--- src/rtl/sipo_pkg.sv ---
// Shared types for the serial-in/parallel-out deserializer: shift FSM states
// and the bit-order encodings used by the SHIFT_DIR parameter.
package sipo_pkg;

  typedef enum logic {
    IDLE  = 1'b0,
    SHIFT = 1'b1
  } state_e;

  localparam int LSB_FIRST = 0;
  localparam int MSB_FIRST = 1;

endpackage

--- src/rtl/sipo_deser_if.sv ---
// Serial input / parallel output bundle for sipo_deser.
// overrun/overrun_clr exist only when SIPO_OVERRUN_EN is defined.
interface sipo_deser_if #(
  parameter int SIZE = 8
);
  logic            in;
  logic            in_valid;
  logic            clear;
  logic [SIZE-1:0] out_data;
  logic            out_valid;
  logic            out_ready;
  logic            busy;
`ifdef SIPO_OVERRUN_EN
  logic            overrun;
  logic            overrun_clr;

  modport slave (
    input  in, in_valid, clear, out_ready, overrun_clr,
    output out_data, out_valid, busy, overrun
  );
  modport master (
    output in, in_valid, clear, out_ready, overrun_clr,
    input  out_data, out_valid, busy, overrun
  );
`else
  modport slave (
    input  in, in_valid, clear, out_ready,
    output out_data, out_valid, busy
  );
  modport master (
    output in, in_valid, clear, out_ready,
    input  out_data, out_valid, busy
  );
`endif
endinterface

--- src/rtl/sipo_hold_reg.sv ---
// One-entry valid/ready output register. A new word is taken only when the
// slot is empty or being drained on the same edge; otherwise it is ignored.
module sipo_hold_reg #(
  parameter int SIZE = 8
) (
  input  logic            clk,
  input  logic            reset_n,
  input  logic            load_i,
  input  logic [SIZE-1:0] data_i,
  input  logic            ready_i,
  output logic            valid_o,
  output logic [SIZE-1:0] data_o
);

  logic            valid_q, valid_d;
  logic [SIZE-1:0] data_q,  data_d;
  logic            accept;

  assign accept = !valid_q || ready_i;

  always_comb begin
    valid_d = valid_q;
    data_d  = data_q;
    if (load_i && accept) begin
      valid_d = 1'b1;
      data_d  = data_i;
    end else if (valid_q && ready_i) begin
      valid_d = 1'b0;
    end
  end

  always_ff @(posedge clk or negedge reset_n) begin
    if (!reset_n) begin
      valid_q <= 1'b0;
      data_q  <= '0;
    end else begin
      valid_q <= valid_d;
      data_q  <= data_d;
    end
  end

  assign valid_o = valid_q;
  assign data_o  = data_q;

endmodule

--- src/rtl/sipo_deser.sv ---
// Serial-in / parallel-out deserializer with a one-word output hold register.
// Optional sticky dropped-word flag under SIPO_OVERRUN_EN.
module sipo_deser
  import sipo_pkg::*;
#(
  parameter int SIZE      = 8,
  parameter int SHIFT_DIR = LSB_FIRST
) (
  input  logic         clk,
  input  logic         reset_n,
  sipo_deser_if.slave  bus
);

  localparam int CW = $clog2(SIZE);

  state_e          state_q, state_d;
  logic [CW-1:0]   cnt_q, cnt_d;
  logic [SIZE-1:0] sh_q, sh_d;
  logic [CW-1:0]   idx;
  logic            done;

  // Bits are written in place by arrival index, so every word rewrites all
  // positions and an aborted word leaves no residue.
  assign idx = (SHIFT_DIR == MSB_FIRST) ? (CW'(SIZE - 1) - cnt_q) : cnt_q;

  always_comb begin
    state_d = state_q;
    cnt_d   = cnt_q;
    sh_d    = sh_q;
    done    = 1'b0;
    if (bus.clear) begin
      state_d = IDLE;
      cnt_d   = '0;
    end else if (bus.in_valid) begin
      sh_d[idx] = bus.in;
      case (state_q)
        IDLE: begin
          state_d = SHIFT;
          cnt_d   = CW'(1);
        end
        SHIFT: begin
          if (cnt_q == CW'(SIZE - 1)) begin
            done    = 1'b1;
            cnt_d   = '0;
            state_d = IDLE;
          end else begin
            cnt_d = cnt_q + CW'(1);
          end
        end
        default: begin
          state_d = IDLE;
          cnt_d   = '0;
        end
      endcase
    end
  end

  always_ff @(posedge clk or negedge reset_n) begin
    if (!reset_n) begin
      state_q <= IDLE;
      cnt_q   <= '0;
      sh_q    <= '0;
    end else begin
      state_q <= state_d;
      cnt_q   <= cnt_d;
      sh_q    <= sh_d;
    end
  end

  assign bus.busy = (state_q == SHIFT);

  sipo_hold_reg #(.SIZE(SIZE)) u_hold (
    .clk     (clk),
    .reset_n (reset_n),
    .load_i  (done),
    .data_i  (sh_d),
    .ready_i (bus.out_ready),
    .valid_o (bus.out_valid),
    .data_o  (bus.out_data)
  );

`ifdef SIPO_OVERRUN_EN
  logic drop;
  logic ovr_q;

  assign drop = done && bus.out_valid && !bus.out_ready;

  // Set wins over clear so a drop coinciding with a clear is never lost.
  always_ff @(posedge clk or negedge reset_n) begin
    if (!reset_n)             ovr_q <= 1'b0;
    else if (drop)            ovr_q <= 1'b1;
    else if (bus.overrun_clr) ovr_q <= 1'b0;
  end

  assign bus.overrun = ovr_q;
`endif

endmodule

--- src/flat_wrapper.sv ---
// flat-port wrapper written by rule: the top's interface ports become plain ports
module sipo_deser_flat import sipo_pkg::*;
#(
  parameter int SIZE      = 8,
  parameter int SHIFT_DIR = LSB_FIRST
)
  (clk, reset_n, bus_in, bus_in_valid, bus_clear, bus_out_ready, bus_out_data, bus_out_valid, bus_busy);
  sipo_deser_if #(.SIZE(SIZE)) bus_i ();
  input  logic clk;
  input  logic reset_n;
  input wire logic [$bits(bus_i.in)-1:0] bus_in;
  input wire logic [$bits(bus_i.in_valid)-1:0] bus_in_valid;
  input wire logic [$bits(bus_i.clear)-1:0] bus_clear;
  input wire logic [$bits(bus_i.out_ready)-1:0] bus_out_ready;
  output wire logic [$bits(bus_i.out_data)-1:0] bus_out_data;
  output wire logic [$bits(bus_i.out_valid)-1:0] bus_out_valid;
  output wire logic [$bits(bus_i.busy)-1:0] bus_busy;
  assign bus_i.in = bus_in;
  assign bus_i.in_valid = bus_in_valid;
  assign bus_i.clear = bus_clear;
  assign bus_i.out_ready = bus_out_ready;
  assign bus_out_data = bus_i.out_data;
  assign bus_out_valid = bus_i.out_valid;
  assign bus_busy = bus_i.busy;
  sipo_deser #(.SIZE(SIZE), .SHIFT_DIR(SHIFT_DIR)) u_core (.clk(clk), .reset_n(reset_n), .bus(bus_i));
endmodule
--- config.mk ---
export PLATFORM = sky130hd
export DESIGN_NAME = sipo_deser_flat
export DESIGN_NICKNAME = d
export VERILOG_FILES = /design/src/rtl/sipo_pkg.sv /design/src/rtl/sipo_deser_if.sv /design/src/rtl/sipo_hold_reg.sv /design/src/rtl/sipo_deser.sv /design/src/flat_wrapper.sv
export SDC_FILE = /design/constraint.sdc
export NUM_CORES = 1
export LEC_CHECK = 0
export BUFFER_PORTS_ARGS = -buffer_cell sky130_fd_sc_hd__buf_2
export CAP_MARGIN = 20
export CORE_AREA = 3 3 52 49
export DETAILED_ROUTE_END_ITERATION = 12
export DIE_AREA = 0 0 55 52
export PLACE_DENSITY = 0.72
export SYNTH_ARGS = -nofsm -noshare
export SYNTH_HDL_FRONTEND = slang
export SYNTH_SLANG_ARGS = --single-unit
--- constraint.sdc ---
create_clock -name clk -period 1.7 [get_ports clk]
set_input_delay 0.34 -clock clk [delete_from_list [all_inputs] [get_ports clk]]
set_output_delay 0.34 -clock clk [all_outputs]
set_load 0.005 [all_outputs]
# == Word-level counts from Yosys, hierarchy flattened ==
# Cells that the tools add are included.
# word_totals
register_bits,21
latch_bits,0
mem_bits_rw,0
romBits,0
output_inout_bits,10
wordCells,36
memories,0
# classes
add_sub_neg,1
multipliers,0
div_mod_pow,0
n_lt_le_gt_ge,2
eq_ne,1
shift,0
muxes,19
bitwise,1
n_reduce_logical,7
# op_table
cell,n
8-bit two-way mux,2
1-bit two-way mux,10
3-bit two-way mux,3
8-bit bitwise mux,1
3-bit case mux with 2 select lines,1
"3-bit by 4-bit less-than comparator with 1-bit output, second input constant",1
2-bit nonzero test,2
"3-bit by 1-bit adder with 3-bit output, second input constant",1
1-bit demux with 3-bit select,1
"3-bit equality test, second input constant",1
"3-bit by 1-bit greater-or-equal comparator with 1-bit output, second input constant",1
1-bit logical AND,3
1-bit case mux with 2 select lines,1
1-bit logical NOT,1
1-bit logical OR,1
1-bit inverter,1

# == Longest topological paths before layout ==
# logic_depth
ltp_word,7
depth_mapped,7
mapped_depth_nobuf,5

# == Hierarchy ==
# Synthesis repeated with hierarchy kept, for this count alone.
# hier_totals
cells_unflattened,70
hier_area_um2,984.7
# modules_own_cells
mod,n_inst,cells_per_inst,area_each_um2,seq_area_each_um2
sipo_deser,1,50,606.8,300.3
sipo_hold_reg,1,20,377.9,225.2

# == Worst setup path before layout ==
# No wires, ideal clock.
# synth_timing
path_type,register to register
startpoint,register u_core.cnt_q[0]
endpoint,"register u_core.u_hold.data_q[0], in the netlist u_core.u_hold.data_o[0]"
t_arrival_ns,1.520
required_time_ns,1.618
setup_slack_ns,0.098
path_stages_with_launch,8
n_path_buf,2
period_less_slack_ns,1.602
path_cell_list,dfrtp_1 ha_1 ha_1 and4b_1 buf_6 and2_4 buf_6 a31oi_1
# synth_between
elab_chain_len,7
# synth_rtl
element,line,text
start: declaration,sipo_deser.sv:17,"logic [CW-1:0] cnt_q, cnt_d;"
start signal: assignment,sipo_deser.sv:65,cnt_q <= cnt_d;
3-bit by 4-bit less-than comparator with 1-bit output (not written as such) / 3-bit by 1-bit greater-or-equal comparator with 1-bit output (equally long branches),sipo_deser.sv:35,sh_d[idx] = bus.in;
1-bit logical AND (not written as such),sipo_deser.sv:35,
1-bit two-way mux (not written as such),sipo_deser.sv:35,
1-bit demux with 3-bit select,n/a,
8-bit bitwise mux,sipo_deser.sv:35,
8-bit two-way mux,sipo_deser.sv:34,end else if (bus.in_valid) begin
8-bit two-way mux,sipo_deser.sv:31,if (bus.clear) begin
end signal: assignment,sipo_hold_reg.sv:38,data_q <= data_d;
end: declaration,sipo_hold_reg.sv:16,"logic [SIZE-1:0] data_q, data_d;"
# Parallel ways exist; a longest one is shown, timed or not.
# A chain may end at the register's enable or synchronous reset.

# == Worst setup path in the final report ==
# layout_timing
startpoint,register u_core.cnt_q[0]
endpoint,"register u_core.u_hold.data_q[7], in the netlist u_core.u_hold.data_o[7]"
# The elaborated chain is that of the path after synthesis.

==> metrics.txt <==
status finished clean; clock power share 28.8%; width of the die 55 um; number of remaining DRC errors 0; DR pass1 iterations 4; max-slew violations 0; DP Wirelength 1404 um; grt total ovfl 0; yosys warns 0; Synth area leader dfrtp_1; Tcrit/Tclk final 96.18%; vias in the first global route around 700; Starting DRT DRC Count 17; FILL cells 203; Die Span Y 52 um; initial antenna violation count 0; global-route wire length before repair between 3000 and 4000 um; Syn Nets roughly 110; I/O pins 16; worst hold path class input pin to register; Synth Register Bits 21; area share of the largest cell type after synthesis 53.64%; crit path max fanout 8; Worst slew margin 69.91%; PortBufs 15; Ant. Diodes 0; Inst Count DP 136; final core occ between 50% and 60%; FF+latch area 526.8 sq um; CP Capture Type register; CTS root buffer clkbuf_4; Cell Rows 16; Final ANT Viol Nets 0; MaxCap Viol Count 0; net switching power 200.9 uW; sw frac 23.92%; crit path DAT 1820 ps; Clk pin slew, worst setup/hold paths 110 ps; crit-path cells ha_1 -> ha_1 -> and4b_2 -> buf_4 -> a21oi_1 -> a31oi_1; largest net degree at the start of global routing 22; detailed-route via count roughly 800; Post-layout nets 127; ratio of cells with drive above 1 in the final layout roughly 27%; Tightest Pin Transition between 400 and 500 ps; die area 0.002860 sq mm; Top delay family on crit path flip-flops; routability cong. 0.7952; most used cell, CP ha_1; Int Power 639.0 uW; core area around 0.0021 sq mm; clk sinks 21; sequential power share approximately 63%; vias per cell 5.563; Syn Area/Cell 10.10 sq um; Worst setup SP type register; Overall Global Routing Usage roughly 16%; Area growth syn-to-layout 15.96%; Fin Clk Skew roughly 3.9 ps; Final setup viols 0; Post-Layout Cell Count 144; final hold violation count 0; htree depth 1; CTS tree built; Mapped Area a little under 0.001 sq mm; critical setup path kind register to register; wire per inst 13.65 um; Slowest cell on crit path dfrtp_2; Initial Utilization 46.17%; CP peak stage delay 450 ps; Yosys cell types 23; Max Freq 611.6 MHz; Mapped Cells 97; later-pin clock latency in the skew report 310 ps; Max VDD drop 0.4985 mV; min Tclk post-route 1635 ps; largest cells by area after synthesis dfrtp_1 (54%), nand2_1 (6.1%), a21oi_1 (5.1%), a31oi_1 (5.1%), o21ai_0 (4.1%); total CTS buffers 3; multi-input combinational cell area 415.4 sq um; P_leak 0.5880 nW; PD cells 739.3 mW/mm^2; worst-case clock buffer depth 2; critical path required time 1890 ps; DRT Wirelength 1965 um; Buf/Inv on CP 1; Gate power share 8.4%; post-synthesis sequential area ratio 53.64%
Yosys cell counts:
library cell,count
dfrtp_1,21
or3b_2,1
nor2_1,3
and4b_2,1
o31ai_2,1
nand3_1,4
and4bb_2,1
buf_2,4
o211ai_1,1
a21oi_1,10
nand3b_1,1
and2_4,1
o31ai_1,1
nor2b_1,2
nand2b_1,5
nand4b_1,1
and4b_1,1
a31oi_1,8
buf_6,2
inv_1,1
o21ai_0,8
ha_1,3
nand2_1,16
layer usage:
layer	vias to the layer above	GRT usage [%]	wire, um
li1	385	-	-
met1	393	20.58	872
met2	19	24.02	935
met3	4	5.444	136
met4	0	4.858	21
met5	-	0	0
power by group through the flow:
| stage | logic, mW | clock network [mW] | registers [mW] |
|---|---|---|---|
| after floorplan | 0.0362 | 0 | 0.536 |
| after global placement | 0.0650 | 0 | 0.537 |
| after detailed placement | 0.0655 | 0 | 0.538 |
| after CTS | 0.0673 | 0.246 | 0.528 |
| after global routing | 0.0801 | 0.272 | 0.530 |
| final | 0.0702 | 0.242 | 0.528 |
metrics by stage:
step	worst slack, ps	total power [mW]	instance area, sq um	hold WS, ps	TNS [ps]
3_3_place_gp	83.81	0.6020	1069	317.1	0
5_1_grt	-13.55	0.8821	1136	268.8	-47.75
3_5_place_dp	9.611	0.6037	1069	320.9	0
6_report	64.98	0.8400	1136	268.6	0
4_1_cts	34.80	0.8413	1106	263.5	0
2_1_floorplan	98.21	0.5723	979.7	44.41	0
flip-flops by register name, indices dropped and copies added (netlist names):
name,flops
u_core.u_hold.data_o,8
u_core.cnt_q,3
u_core.sh_q,8
u_core.u_hold.valid_o,1
u_core.bus.busy,1
final timing paths:
| path | start | to | slack (ps) | cells past startpoint |
|---|---|---|---|---|
| min reg2reg | u_core.sh_q[0] | u_core.sh_q[0] | 510 | 2 |
| max in group asynchronous | reset_n | u_core.cnt_q[0] | 870 | 2 |
| max reg2reg | u_core.cnt_q[0] | u_core.u_hold.data_o[7] | 60 | 6 |
| min in group asynchronous | reset_n | u_core.sh_q[4] | 490 | 2 |
| max | u_core.cnt_q[0] | u_core.u_hold.data_o[7] | 60 | 6 |
| min | bus_clear | u_core.cnt_q[0] | 270 | 2 |
cells in the final DEF (no fill, tap or decap):
cell type	synthesis	final
a21oi_1	10	10
a31oi_1	8	7
a31oi_2	0	1
and2_4	1	1
and4b_2	1	2
and4bb_2	1	1
buf_2	4	15
buf_4	0	6
clkbuf_1	0	1
clkbuf_4	0	3
dfrtp_1	21	20
dfrtp_2	0	1
dlygate4sd3_1	0	1
ha_1	3	3
inv_1	1	1
nand2_1	16	16
nand2b_1	5	5
nand3_1	4	4
nand3b_1	1	1
nand4b_1	1	1
nor2_1	3	3
nor2b_1	2	2
o211ai_1	1	1
o21ai_0	8	8
o31ai_1	1	1
o31ai_2	1	1
or3b_2	1	1
kinds of logic (layout without fill, tap and decap cells):
| group | count (synthesis) | in the layout | synth area share (%) |
|---|---|---|---|
| DFF | 21 | 21 | 53.64 |
| adders and majority gates | 3 | 3 | 3.832 |
| AOI/OAI and AO/OA | 29 | 29 | 17.11 |
| and+or+nand+nor | 37 | 37 | 20.69 |
| buffers and inverters | 7 | 27 | 4.725 |
repair_timing:
item,CTS,global route
resized for setup,1,2
setup endpoints to repair,6,8
pin swaps,0,0
endpoints found under the hold margin,21,0
setup buffers,0,3
hold buffers,1,0
cell type report:
class                           instances  share of cell area (%)
Clock buffer                            4                   2.313
Tap cell                               27                   2.974
Inverter                                1                  0.3304
Multi-Input combinational cell         69                   36.56
Sequential cell                        21                   46.37
Timing Repair Buffer                   22                   11.45
Power figures use the tool's default switching activity.
